## src/rtl/lz77_stream_encoder.sv

```systemverilog
// rtl/lz77_stream_encoder.sv - streaming LZ77 encoder emitting (offset, len, char) tuples
// Optional macro LZ77_EARLY_EXIT_EN ends SEARCH once the best match reaches its cap.
module lz77_stream_encoder #(
    parameter int         SYM_W        = 4,
    parameter int         SEARCH_DEPTH = 9,
    parameter int         LOOK_DEPTH   = 8,
    parameter logic [7:0] EOS_CHAR     = 8'h24,
    localparam int        OFF_W        = $clog2(SEARCH_DEPTH),
    localparam int        LEN_W        = $clog2(LOOK_DEPTH)
) (
    input  logic             clk,
    input  logic             reset,
    input  logic             in_valid,
    input  logic [SYM_W-1:0] in_data,
    input  logic             in_last,
    output logic             in_ready,
    output logic             out_valid,
    input  logic             out_ready,
    output logic [OFF_W-1:0] out_offset,
    output logic [LEN_W-1:0] out_len,
    output logic [7:0]       out_char,
    output logic             out_eos,
    output logic             finish
);

    localparam logic [LEN_W:0]   LA_FULL   = (LEN_W+1)'(LOOK_DEPTH);
    localparam logic [LEN_W:0]   LEN_MAX   = (LEN_W+1)'(LOOK_DEPTH - 1);
    localparam logic [OFF_W:0]   HIST_FULL = (OFF_W+1)'(SEARCH_DEPTH);
    localparam logic [OFF_W-1:0] CAND_TOP  = OFF_W'(SEARCH_DEPTH - 1);

    typedef enum logic [2:0] {FILL, SEARCH, EMIT, SHIFT, DONE} state_t;

    state_t           state;
    logic [SYM_W-1:0] search_buf [SEARCH_DEPTH];
    logic [SYM_W-1:0] la_buf     [LOOK_DEPTH];
    logic [LEN_W:0]   la_cnt;
    logic [OFF_W:0]   hist_cnt;
    logic             last_seen;
    logic [OFF_W-1:0] cand;
    logic [OFF_W-1:0] best_off;
    logic [LEN_W-1:0] best_len;
    logic [LEN_W:0]   shift_cnt;

    logic [LEN_W:0]   cap;
    logic [LEN_W:0]   cand_len;
    logic             run;
    logic [SYM_W-1:0] ref_sym;
    logic             cand_ok;
    logic             better;
    logic [LEN_W-1:0] nb_len;
    logic [OFF_W-1:0] nb_off;
    logic             nb_eos;
    logic [7:0]       nb_char;
    logic             search_end;

    // Candidate k reaches back into history first, then wraps into the
    // lookahead itself, which is what lets a match overlap its own source.
    always_comb begin
        cap      = (la_cnt < LEN_MAX) ? la_cnt : LEN_MAX;
        cand_len = '0;
        run      = 1'b1;
        ref_sym  = '0;
        for (int j = 0; j < LOOK_DEPTH - 1; j++) begin
            if (j <= int'(cand))
                ref_sym = search_buf[OFF_W'(int'(cand) - j)];
            else
                ref_sym = la_buf[LEN_W'(j - int'(cand) - 1)];
            if (run && (la_buf[LEN_W'(j)] == ref_sym) && ((LEN_W+1)'(j) < cap))
                cand_len = cand_len + (LEN_W+1)'(1);
            else
                run = 1'b0;
        end
        cand_ok = ({1'b0, cand} < hist_cnt);
        better  = cand_ok && (cand_len > {1'b0, best_len});
        nb_len  = better ? cand_len[LEN_W-1:0] : best_len;
        nb_off  = better ? cand : best_off;
`ifdef LZ77_EARLY_EXIT_EN
        search_end = (cand == '0) || ({1'b0, nb_len} == cap);
`else
        search_end = (cand == '0);
`endif
        nb_eos  = ({1'b0, nb_len} >= la_cnt);
        nb_char = nb_eos ? EOS_CHAR : 8'(la_buf[nb_len]);
    end

    always_ff @(posedge clk or posedge reset) begin
        if (reset) begin
            state      <= FILL;
            la_cnt     <= '0;
            hist_cnt   <= '0;
            last_seen  <= 1'b0;
            cand       <= '0;
            best_off   <= '0;
            best_len   <= '0;
            shift_cnt  <= '0;
            in_ready   <= 1'b0;
            out_valid  <= 1'b0;
            out_offset <= '0;
            out_len    <= '0;
            out_char   <= '0;
            out_eos    <= 1'b0;
            finish     <= 1'b0;
            for (int i = 0; i < SEARCH_DEPTH; i++) search_buf[i] <= '0;
            for (int i = 0; i < LOOK_DEPTH; i++) la_buf[i] <= '0;
        end else begin
            case (state)
                FILL: begin
                    if (la_cnt == LA_FULL || last_seen) begin
                        state    <= SEARCH;
                        in_ready <= 1'b0;
                        cand     <= CAND_TOP;
                        best_off <= '0;
                        best_len <= '0;
                    end else if (in_valid && in_ready) begin
                        la_buf[la_cnt[LEN_W-1:0]] <= in_data;
                        la_cnt    <= la_cnt + (LEN_W+1)'(1);
                        last_seen <= in_last;
                        in_ready  <= ((la_cnt + (LEN_W+1)'(1)) < LA_FULL) && !in_last;
                    end else begin
                        in_ready <= 1'b1;
                    end
                end
                SEARCH: begin
                    best_off <= nb_off;
                    best_len <= nb_len;
                    cand     <= cand - OFF_W'(1);
                    if (search_end) begin
                        state      <= EMIT;
                        out_valid  <= 1'b1;
                        out_offset <= nb_off;
                        out_len    <= nb_len;
                        out_char   <= nb_char;
                        out_eos    <= nb_eos;
                    end
                end
                EMIT: begin
                    if (out_ready) begin
                        out_valid <= 1'b0;
                        // Shifting after the EOS tuple would be invisible, so go straight to DONE.
                        if (out_eos) begin
                            state  <= DONE;
                            finish <= 1'b1;
                        end else begin
                            state     <= SHIFT;
                            shift_cnt <= {1'b0, out_len} + (LEN_W+1)'(1);
                        end
                    end
                end
                SHIFT: begin
                    search_buf[0] <= la_buf[0];
                    for (int i = 1; i < SEARCH_DEPTH; i++) search_buf[i] <= search_buf[i-1];
                    for (int i = 0; i < LOOK_DEPTH - 1; i++) la_buf[i] <= la_buf[i+1];
                    la_cnt    <= la_cnt - (LEN_W+1)'(1);
                    shift_cnt <= shift_cnt - (LEN_W+1)'(1);
                    if (hist_cnt != HIST_FULL) hist_cnt <= hist_cnt + (OFF_W+1)'(1);
                    if (shift_cnt == (LEN_W+1)'(1)) state <= FILL;
                end
                DONE: begin
                    state <= DONE;
                end
                default: state <= FILL;
            endcase
        end
    end

endmodule

```

## config.mk

```make
export PLATFORM = sky130hd
export DESIGN_NAME = lz77_stream_encoder
export DESIGN_NICKNAME = d
export VERILOG_FILES = /design/src/rtl/lz77_stream_encoder.sv
export SDC_FILE = /design/constraint.sdc
export NUM_CORES = 1
export LEC_CHECK = 0
export BUFFER_PORTS_ARGS = -buffer_cell sky130_fd_sc_hd__buf_2
export CAP_MARGIN = 25
export CORE_UTILIZATION = 58
export DETAILED_ROUTE_END_ITERATION = 16
export GPL_TIMING_DRIVEN = 0
export PLACE_DENSITY = 0.83
export SLEW_MARGIN = 40
export SYNTH_ARGS = -nofsm -noshare
export SYNTH_HDL_FRONTEND = slang
export SYNTH_SLANG_ARGS = --single-unit
```

## constraint.sdc

```tcl
create_clock -name clk -period 13.26 [get_ports clk]
set_clock_uncertainty 0.05 [all_clocks]
set_input_delay 1.326 -clock clk [delete_from_list [all_inputs] [get_ports clk]]
set_output_delay 1.326 -clock clk [all_outputs]
set_load 0.005 [all_outputs]
```

==> results of run 1 <==
[cells by family after synthesis]
family	Yosys count	synth area share
other	1	0.000453
multiplexers	92	0.170
adder cells (fa/ha/maj)	27	0.0408
buffers and inverters	86	0.0504
AND/OR/NAND/NOR	343	0.188
AO/OA/AOI/OAI	200	0.171
flip-flops	111	0.336
XOR/XNOR	39	0.0436
[layout make-up]
class,instances,share of cell area
multi-input combinational,704,0.569
sequential,111,0.309
buffer,60,0.0353
clock buffer,11,0.0259
tap,180,0.0250
timing repair buffer,25,0.0164
inverter,26,0.0120
clock inverter,5,0.00710
[layer usage]
layer,part of all wire,vias up
met5,0,-
met4,0.042,0
met3,0.11,99
met2,0.46,463
met1,0.39,3587
li1,-,3357
[per-stage QoR]
stage,utilization,hold slack (ns),cell area [µm²]
after floorplan,-,0.378,8280
after global placement,0.621,0.399,8620
after detailed placement,0.625,0.407,8680
after CTS,0.647,0.429,8980
after global routing,0.648,0.453,8990
final,0.648,0.426,8990
[where the power goes]
part	leakage (nW)	internal, mW	switching (mW)
combinational	2.44	0.663	0.885
sequential	1.48	0.448	0.188
clock	0.141	0.149	0.130
total	4.05	1.26	1.20
[sequential cells by signal, indices dropped and copies added, names as in the netlist]
name	count
last_seen	1
best_off	4
out_len	3
state	3
out_valid	1
la_cnt	4
finish	1
out_char	5
search_buf	36
in_ready	1
la_buf	32
best_len	3
hist_cnt	5
cand	4
shift_cnt	4
out_offset	4
[worst paths after layout]
kind | end | slack (ns) | depth (start not counted)
max | out_char[0] | 1.22 | 50
min | out_offset[2] | 0.43 | 2
max reg2reg | out_char[0] | 1.22 | 50
min reg2reg | out_offset[2] | 0.43 | 2
max in group asynchronous | search_buf[1] | 11.63 | 3
min in group asynchronous | la_buf[31] | 0.91 | 2
[cell usage after synthesis (5+ instances only)]
cell and n:
xnor2_1 17, buf_4 9, o21ai_0 47, dfrtp_1 111
and2_1 6, ha_1 27, a21oi_1 27, inv_1 23
a211oi_1 13, nor2b_1 5, a31oi_1 14, buf_2 8
xor2_1 21, a22oi_1 14, clkbuf_1 33, nor2_1 47
nand3_1 18, buf_1 6, a21o_1 6, and3_1 8
mux4_2 36, a221o_1 9, nor3b_1 12, nand2b_1 7
mux2_2 6, nand2_1 191, o22ai_1 5, mux2i_1 46
nor3_1 19, a22o_1 7
[worst max-delay path, delay by kind of cell, from the launching register on]
| kind | cells | cell delay, ns |
|---|---|---|
| AOI/OAI and AO/OA | 17 | 3.24 |
| buffers and inverters | 10 | 2.79 |
| adders and majority gates | 8 | 2.13 |
| and+or+nand+nor | 9 | 1.93 |
| muxes | 2 | 0.77 |
| xor gates and xnor gates | 4 | 0.63 |
| DFF | 1 | 0.41 |
==> reports/results.tsv, run 1 <==
stage	metric	value	unit
routing	Post-Route WL	24400	µm
cts	CTS Hold Bufs	0	
routing	vias per inst	6.69	
worst_setup_path	CP Launch Point	cand[0]	
worst_setup_path	Most Frequent Cell on Critical Path	ha_1	
cts	# resized after CTS	0	
grt	remaining global-route overflow	0	
placed_design	placer congestion estimate	0.968	
grt	initial antenna violation count	0	
floorplanning	die area	14700	µm²
floorplanning	Die Span X	121	µm
final_layout	layout cell share with drive strength beyond 1	0.137	
sta	Slew HR	0.437	
logic_synthesis	ys flop type	dfrtp_1	
worst_setup_path	Critical Path End Type	flop	
final_layout	diodes inserted	0	
final_layout	Nets	973	
sta	setup_tns	0	ns
cts	Clock Latency Late Sink	0.37	ns
worst_setup_path	WS Path Type	flop to flop	
placed_design	HPWL Detailed	17800	µm
routing	Residual DRC	0	
logic_synthesis	Ys Warns	0	
sta	Max Slew Vio Count	0	
logic_synthesis	area leader, netlist	dfrtp_1	
grt	met2 Resource Use GR	0.542	
run	maxcap violations	0	
floorplanning	Core Region	13900	µm²
sta	final period utilization	0.908	
floorplanning	Die Height	121	µm
cts	H-tree levels	3	
logic_synthesis	async set-reset flop share out of synthesis	1.00	
routing	post-route ant nets	0	
placed_design	port buffer count	24	
sta	fmax	83.0	MHz
placed_design	Cell Count Post-Placement	1106	
logic_synthesis	EDFF count, synth	0	
power_and_ir_drop	LEAKAGE	4.05	nW
power_and_ir_drop	Max VDD drop	0.150	mV
worst_setup_path	Worst EP arrival	12.30	ns
sta	Final Setup Violations	0	
routing	drt pass-1 iters	6	
routing	Vias	7506	
worst_setup_path	crit-path max FO	10	
grt	GRT busiest layer	met2	
floorplanning	Initial Utilization	0.596	
status	status	finished, final reports clean	
grt	met1 Use GR	0.457	
sta	Tmin final	12.04	ns
grt	maximum number of pins on one net before global-route repair	58	
logic_synthesis	part of the Yosys area used for sequential elements	0.336	
grt	vias in the first global route	7278	
final_layout	FF/Latch Area	2780	µm²
grt	first-pass GRT wire length	38600	µm
cts	clk root buf	clkbuf_16	
hold_path	Hold WC Path Type	flop to flop	
worst_setup_path	worst reg2reg startpoint	cand[0]	
logic_synthesis	Syn Std Cell Area	8270	µm²
logic_synthesis	syn_area_per_cell	9.20	µm²
sta	RSZ-0062 raised after global routing	false	
power_and_ir_drop	PD cells	274	nW/µm²
logic_synthesis	share of the synthesized area in the top cell type	0.336	
final_layout	commonest non-fill, non-tap cell in the layout	nand2_1	
power_and_ir_drop	Tot Pwr	2.46	mW
worst_setup_path	Worst EP required	13.52	ns
grt	Tot GR Track Use	0.349	
worst_setup_path	Worst path slowest cell	buf_1	
logic_synthesis	Cells after Synth	899	
floorplanning	IO Pins	28	
sta	final worst slack	1.22	ns
worst_setup_path	Crit path largest cell delay	0.57	ns
worst_setup_path	CP Launch Type	flop	
routing	DRT iter0 DRCs	967	
cts	TritonCTS Sinks	111	
sta	Least-Margin Pin Slew	0.844	ns
cts	clock buffer depth	2	
logic_synthesis	Synth area leaders	dfrtp_1 (34%), mux4_2 (9.8%), nand2_1 (8.7%), mux2i_1 (5.6%), ha_1 (4.1%)	
logic_synthesis	post-synth cell types	85	
sta	final hold viol count	0	
hold_path	worst hold start	out_offset[2]	
logic_synthesis	Seq cells post-synth	111	
grt	GR Layer Usage met3	0.0869	
cts	Reg clk slew, reported paths	0.08	ns
routing	WL/cell	21.8	µm
placed_design	Setup WS pre-CTS	1.45	ns
final_layout	most frequent cells in the layout	nand2_1 (191), dfrtp_1 (111), nor2_1 (47), o21ai_0 (47), mux2i_1 (46)	
floorplanning	# rows	43	
cts	Post-CTS Setup Repair Bufs	0	
final_layout	Non-Filler Instances	1122	
final_layout	P&R area growth vs syn	8.71	%
cts	CTS tree	yes	
cts	number of CTS-inserted buffers	9	
final_layout	area occupied by multi-input gates	5120	µm²
final_layout	# fillers	1182	
(Power assumes the default switching activity.)
==> inputs of run 2 (changes only) <==
CTS_BUF_LIST = sky130_fd_sc_hd__clkbuf_4 sky130_fd_sc_hd__clkbuf_8 sky130_fd_sc_hd__clkbuf_16   (was unset)
==> run 2 against run 1 <==
  * Worst setup slack got worse by 0.057 ns
  * Register-to-register slack lost 0.06 ns
  * Sequential share of layout area is essentially flat
  * First-iteration DRC count shrank 0.41%
  * Global-route usage rose by 0.051 points
  * Flip-flop and latch count did not move
  * Largest cell class unchanged
  * Count of clock-buffer cells in the layout did not move
  * Largest power group unchanged
  * Die area did not move
  * Highest routed layer unchanged
  * Fmax down 0.47%
==> reports/results.tsv, run 2 (same netlist as run 1, synthesis figures left out) <==
stage	metric	value	unit
routing	vias per inst	6.71	
sta	final hold viol count	0	
power_and_ir_drop	PD cells	275	nW/µm²
routing	post-route ant nets	0	
power_and_ir_drop	sw power	1.21	mW
sta	Final Setup Violations	0	
grt	vias in the first global route	7296	
sta	Slew HR	0.456	
cts	Post-CTS Setup Repair Bufs	0	
cts	CTS Hold Bufs	0	
worst_setup_path	Critical Path End Type	flop	
sta	Max Slew Vio Count	0	
worst_setup_path	Worst EP required	13.52	ns
floorplanning	die area	14700	µm²
status	status	finished, final reports clean	
worst_setup_path	Worst path slowest cell	buf_1	
routing	Residual DRC	0	
final_layout	post-layout util	0.648	
worst_setup_path	crit-path max FO	10	
sta	fmax	82.6	MHz
worst_setup_path	Critical R2R Capture	out_char[0]	
cts	CTS tree	yes	
hold_path	Hold Crit Depth	2	
routing	drt pass-1 iters	5	
sta	final worst slack	1.16	ns
cts	TritonCTS Sinks	111	
placed_design	placer congestion estimate	0.968	
cts	# resized after CTS	0	
floorplanning	# rows	43	
sta	Tmin final	12.10	ns
placed_design	HPWL Detailed	17800	µm
final_layout	max reg flops	36	
power_and_ir_drop	Comb power frac	0.627	
placed_design	placement-stage cell area	8680	µm²
routing	DRT iter0 DRCs	963	
power_and_ir_drop	Tot Pwr	2.47	mW
worst_setup_path	CP Launch Point	cand[0]	
worst_setup_path	worst reg2reg startpoint	cand[0]	
cts	number of CTS-inserted buffers	9	
floorplanning	Die Span X	121	µm
power_and_ir_drop	Max VDD drop	0.150	mV
hold_path	Hold Path End	out_offset[2]	
worst_setup_path	worst r2r path cells	50	
power_and_ir_drop	Seq pwr share	0.258	
cts	clock buffer depth	2	
grt	first-pass GRT wire length	38800	µm
final_layout	Non-Filler Instances	1122	
cts	clk root buf	clkbuf_16	
final_layout	largest reg by FF count	search_buf	
worst_setup_path	Most Frequent Cell on Critical Path	ha_1	
grt	maximum number of pins on one net before global-route repair	58	
worst_setup_path	Worst EP arrival	12.37	ns
final_layout	Design Area, Final	8990	µm²
floorplanning	Initial Utilization	0.596	
worst_setup_path	R2R setup slack	1.16	ns
cts	Clock Latency Late Sink	0.37	ns
final_layout	most frequent cells in the layout	nand2_1 (191), dfrtp_1 (111), nor2_1 (47), o21ai_0 (47), mux2i_1 (46)	
routing	Vias	7529	
final_layout	largest registers	search_buf x36, la_buf x32	
floorplanning	IO Pins	28	
final_layout	diodes inserted	0	
placed_design	Cell Count Post-Placement	1106	
cts	H-tree levels	3	
worst_setup_path	WS Path Type	flop to flop	
grt	Tot GR Track Use	0.350	
routing	WL/cell	21.8	µm
sta	RSZ-0062 raised after global routing	false	
sta	Least-Margin Pin Slew	0.809	ns
sta	hold_ws	0.426	ns
hold_path	Hold WC Path Type	flop to flop	
sta	final period utilization	0.913	
grt	remaining global-route overflow	0	
final_layout	commonest non-fill, non-tap cell in the layout	nand2_1	
power_and_ir_drop	Int Pwr	1.26	mW
cts	Reg clk slew, reported paths	0.08	ns
floorplanning	Core Region	13900	µm²
sta	setup_tns	0	ns
final_layout	P&R area growth vs syn	8.74	%
routing	Post-Route WL	24500	µm
placed_design	Setup WS pre-CTS	1.45	ns
worst_setup_path	CP Launch Type	flop	
power_and_ir_drop	sw frac	0.488	
final_layout	Nets	973	
power_and_ir_drop	clock network power share	0.115	
hold_path	worst hold start	out_offset[2]	
placed_design	port buffer count	24	
floorplanning	Die Height	121	µm
power_and_ir_drop	LEAKAGE	4.06	nW
run	maxcap violations	0	
final_layout	layout cell share with drive strength beyond 1	0.138	
grt	initial antenna violation count	0	
worst_setup_path	Crit path largest cell delay	0.59	ns
run 2: cell types whose count changed in the layout (fill, tap and decap cells not counted):
| cell | delta |
|---|---|
| nor3_1 | +1 |
| nor3_2 | -1 |
| clkbuf_4 | +2 |
| clkbuf_1 | -2 |
run 2: worst max-delay path, delay by kind of cell (launching register included):
kind / cells / cell delay (ns)
compound gates: 17 / 3.25
xor+xnor: 4 / 0.63
fa+ha+maj: 8 / 2.13
buf+inv: 10 / 2.84
flops: 1 / 0.41
mux: 2 / 0.77
simple gates: 9 / 1.92
run 2: routing by layer:
| metal | wire, µm | vias up | share of wire | global-route usage |
|---|---|---|---|---|
| met4 | 1050 | 0 | 0.043 | 0.163 |
| met5 | 0 | - | 0 | 0 |
| met3 | 2700 | 110 | 0.11 | 0.0832 |
| li1 | - | 3363 | - | - |
| met1 | 9540 | 3573 | 0.39 | 0.456 |
| met2 | 11200 | 483 | 0.46 | 0.548 |
run 2: how the worst max path moves through the flow:
stage	endpoint	slack, ns
2_1_floorplan	out_char[2]	3.31
3_3_place_gp	out_char[0]	1.65
3_5_place_dp	out_char[0]	1.45
4_1_cts	out_char[0]	1.39
5_1_grt	out_char[0]	0.54
6_report	out_char[0]	1.16
run 2: layout make-up:
| class | count | area [µm²] |
|---|---|---|
| Clock inverter | 5 | 63.8 |
| Sequential cell | 111 | 2780 |
| Inverter | 26 | 108 |
| Buffer | 60 | 318 |
| Clock buffer | 11 | 240 |
| Multi-Input combinational cell | 704 | 5110 |
| Fill cell | 1183 | 4890 |
| Tap cell | 180 | 225 |
| Timing Repair Buffer | 25 | 148 |
run 2: power by group through the flow:
stage,clock network (mW),logic (mW),registers (mW)
final,0.283,1.55,0.637
after global routing,0.298,1.67,0.643
after detailed placement,0,1.51,0.626
after global placement,0,1.47,0.619
after CTS,0.286,1.52,0.622
after floorplan,0,1.18,0.553
==> inputs of run 3 (changes only) <==
CORE_UTILIZATION = 57   (was 58)
PLACE_DENSITY = 0.85   (was 0.83)
clock period = 10.82 ns   (was 13.26 ns; I/O delays follow)
==> run 3 against run 2 <==
  * First-iteration DRC count increased by 11%
  * Count of clock-buffer cells in the layout decreased by 1
  * Total power increased by 27%
  * Die area increased by 1.7%
  * Routed wire length increased by 0.87%
  * Fmax increased by 15%
  * Critical endpoint is now out_char[2]
  * Combinational power increased by 27%
  * Critical path depth decreased by 3
  * Global-route usage decreased by 0.22 points
  * Register-to-register slack got worse by 0.86 ns
  * Critical path type unchanged
  * Worst hold slack got worse by 0.0010 ns
  * Non-clock buffer count increased by 2
==> reports/results.tsv, run 3 (same netlist as run 1, synthesis figures left out) <==
stage	metric	value	unit
routing	drt pass-1 iters	6	
final_layout	Non-Filler Instances	1124	
final_layout	layout cell share with drive strength beyond 1	0.158	
floorplanning	die area	15000	µm²
worst_setup_path	R2R setup slack	0.30	ns
placed_design	placer congestion estimate	0.984	
cts	clk root buf	clkbuf_16	
cts	number of CTS-inserted buffers	9	
hold_path	Hold Crit Depth	1	
final_layout	P&R area growth vs syn	10.3	%
final_layout	largest registers	search_buf x36, la_buf x32	
cts	TritonCTS Sinks	111	
floorplanning	IO Pins	28	
worst_setup_path	Crit path largest cell delay	0.60	ns
placed_design	Cell Count Post-Placement	1106	
final_layout	post-layout util	0.650	
worst_setup_path	worst reg2reg startpoint	cand[0]	
floorplanning	# rows	43	
power_and_ir_drop	Tot Pwr	3.13	mW
grt	initial antenna violation count	0	
routing	Post-Route WL	24700	µm
routing	vias per inst	6.81	
routing	Residual DRC	0	
worst_setup_path	Most Frequent Cell on Critical Path	ha_1	
power_and_ir_drop	sw frac	0.486	
worst_setup_path	Worst path slowest cell	or4b_4	
power_and_ir_drop	Seq pwr share	0.249	
grt	first-pass GRT wire length	39100	µm
floorplanning	Initial Utilization	0.589	
worst_setup_path	WS Path Type	flop to flop	
power_and_ir_drop	Comb power frac	0.630	
status	status	finished, final reports clean	
sta	hold_ws	0.425	ns
final_layout	Nets	975	
cts	clock buffer depth	2	
worst_setup_path	worst r2r path cells	47	
worst_setup_path	crit-path max FO	10	
worst_setup_path	Critical R2R Capture	out_char[2]	
hold_path	worst hold start	last_seen	
worst_setup_path	Crit path buffers/inverters	8	
final_layout	max reg flops	36	
final_layout	diodes inserted	0	
routing	DRT iter0 DRCs	1070	
routing	post-route ant nets	0	
floorplanning	Core Region	14000	µm²
power_and_ir_drop	Int Pwr	1.61	mW
grt	remaining global-route overflow	0	
worst_setup_path	Worst EP arrival	10.72	ns
power_and_ir_drop	sw power	1.52	mW
worst_setup_path	Crit path max-delay family	simple AND/OR/NAND/NOR gates	
grt	Tot GR Track Use	0.348	
floorplanning	Die Height	122	µm
cts	H-tree levels	3	
cts	Clock Latency Late Sink	0.37	ns
grt	vias in the first global route	7297	
sta	Tmin final	10.52	ns
run	maxcap violations	0	
placed_design	HPWL Detailed	17800	µm
sta	Slew HR	0.424	
hold_path	Hold Path End	last_seen	
final_layout	most frequent cells in the layout	nand2_1 (191), dfrtp_1 (111), nor2_1 (46), mux2i_1 (46), o21ai_0 (45)	
sta	fmax	95.1	MHz
sta	Least-Margin Pin Slew	0.861	ns
cts	CTS tree	yes	
sta	Max Slew Vio Count	0	
worst_setup_path	CP Launch Type	flop	
grt	maximum number of pins on one net before global-route repair	64	
routing	Vias	7660	
power_and_ir_drop	Max VDD drop	0.192	mV
placed_design	port buffer count	24	
cts	CTS Hold Bufs	0	
final_layout	largest reg by FF count	search_buf	
routing	WL/cell	22.0	µm
sta	final period utilization	0.972	
hold_path	Hold WC Path Type	flop to flop	
worst_setup_path	Critical Path End Type	flop	
cts	Reg clk slew, reported paths	0.07	ns
power_and_ir_drop	PD cells	343	nW/µm²
floorplanning	Die Span X	122	µm
power_and_ir_drop	LEAKAGE	4.12	nW
worst_setup_path	Worst EP required	11.02	ns
sta	Final Setup Violations	0	
final_layout	commonest non-fill, non-tap cell in the layout	nand2_1	
power_and_ir_drop	clock network power share	0.121	
sta	final hold viol count	0	
==> run 3: layout make-up <==
type	instances	area, µm²
inverter	26	111
tap	180	225
sequential	111	2780
timing repair buffer	29	178
clock inverter	6	100
clock buffer	10	239
multi-input combinational	704	5160
fill	1116	4920
buffer	58	330
==> run 3: stage by stage <==
step	setup TNS (ns)	cell area (µm²)	setup slack [ns]
final	0	9130	0.304
after detailed placement	-3.83	8670	-0.847
after CTS	0	9030	0.0331
after global routing	-0.00121	9130	-0.00121
after floorplan	0	8280	0.874
after global placement	-3.16	8620	-0.718
==> run 3: repair_timing <==
action / 4_1_cts / 5_1_grt
endpoints found under the setup margin: 5 / 5
setup buffers: 0 / 4
pin swaps: 0 / 4
gates resized for setup: 11 / 16
==> run 3: worst reg2reg max path, delay by kind of cell (launching register included) <==
kind / cells / cell delay (ns)
XOR/XNOR: 4 / 0.53
flip-flops: 1 / 0.41
AND/OR/NAND/NOR: 11 / 2.72
buffers and inverters: 8 / 1.61
adder cells (fa/ha/maj): 8 / 2.24
AO/OA/AOI/OAI: 15 / 2.51
multiplexers: 1 / 0.34
==> run 3: power by group through the flow <==
stage	Sequential (mW)	Combinational, mW	Clock, mW
floorplan	0.678	1.45	0
global placement	0.758	1.79	0
detailed placement	0.767	1.85	0
CTS	0.761	1.88	0.383
global route	0.788	2.11	0.398
finish	0.781	1.97	0.378
==> run 3: metal layers <==
metal / share of wire / track usage / wire (µm)
met1: 0.39 / 0.468 / 9630
met2: 0.44 / 0.525 / 10900
met4: 0.041 / 0.143 / 1010
met5: 0 / 0 / 0
met3: 0.13 / 0.101 / 3140
==> run 3: how the worst max path moves through the flow <==
stage,start,endpoint,slack [ns],cells after the start
final,cand[0],out_char[2],0.30,47
after global routing,cand[0],out_char[2],-0.001,46
after floorplan,cand[0],out_char[2],0.87,49
after detailed placement,cand[0],out_char[0],-0.85,50
after global placement,cand[1],out_char[0],-0.72,48
after CTS,cand[0],out_char[0],0.03,50
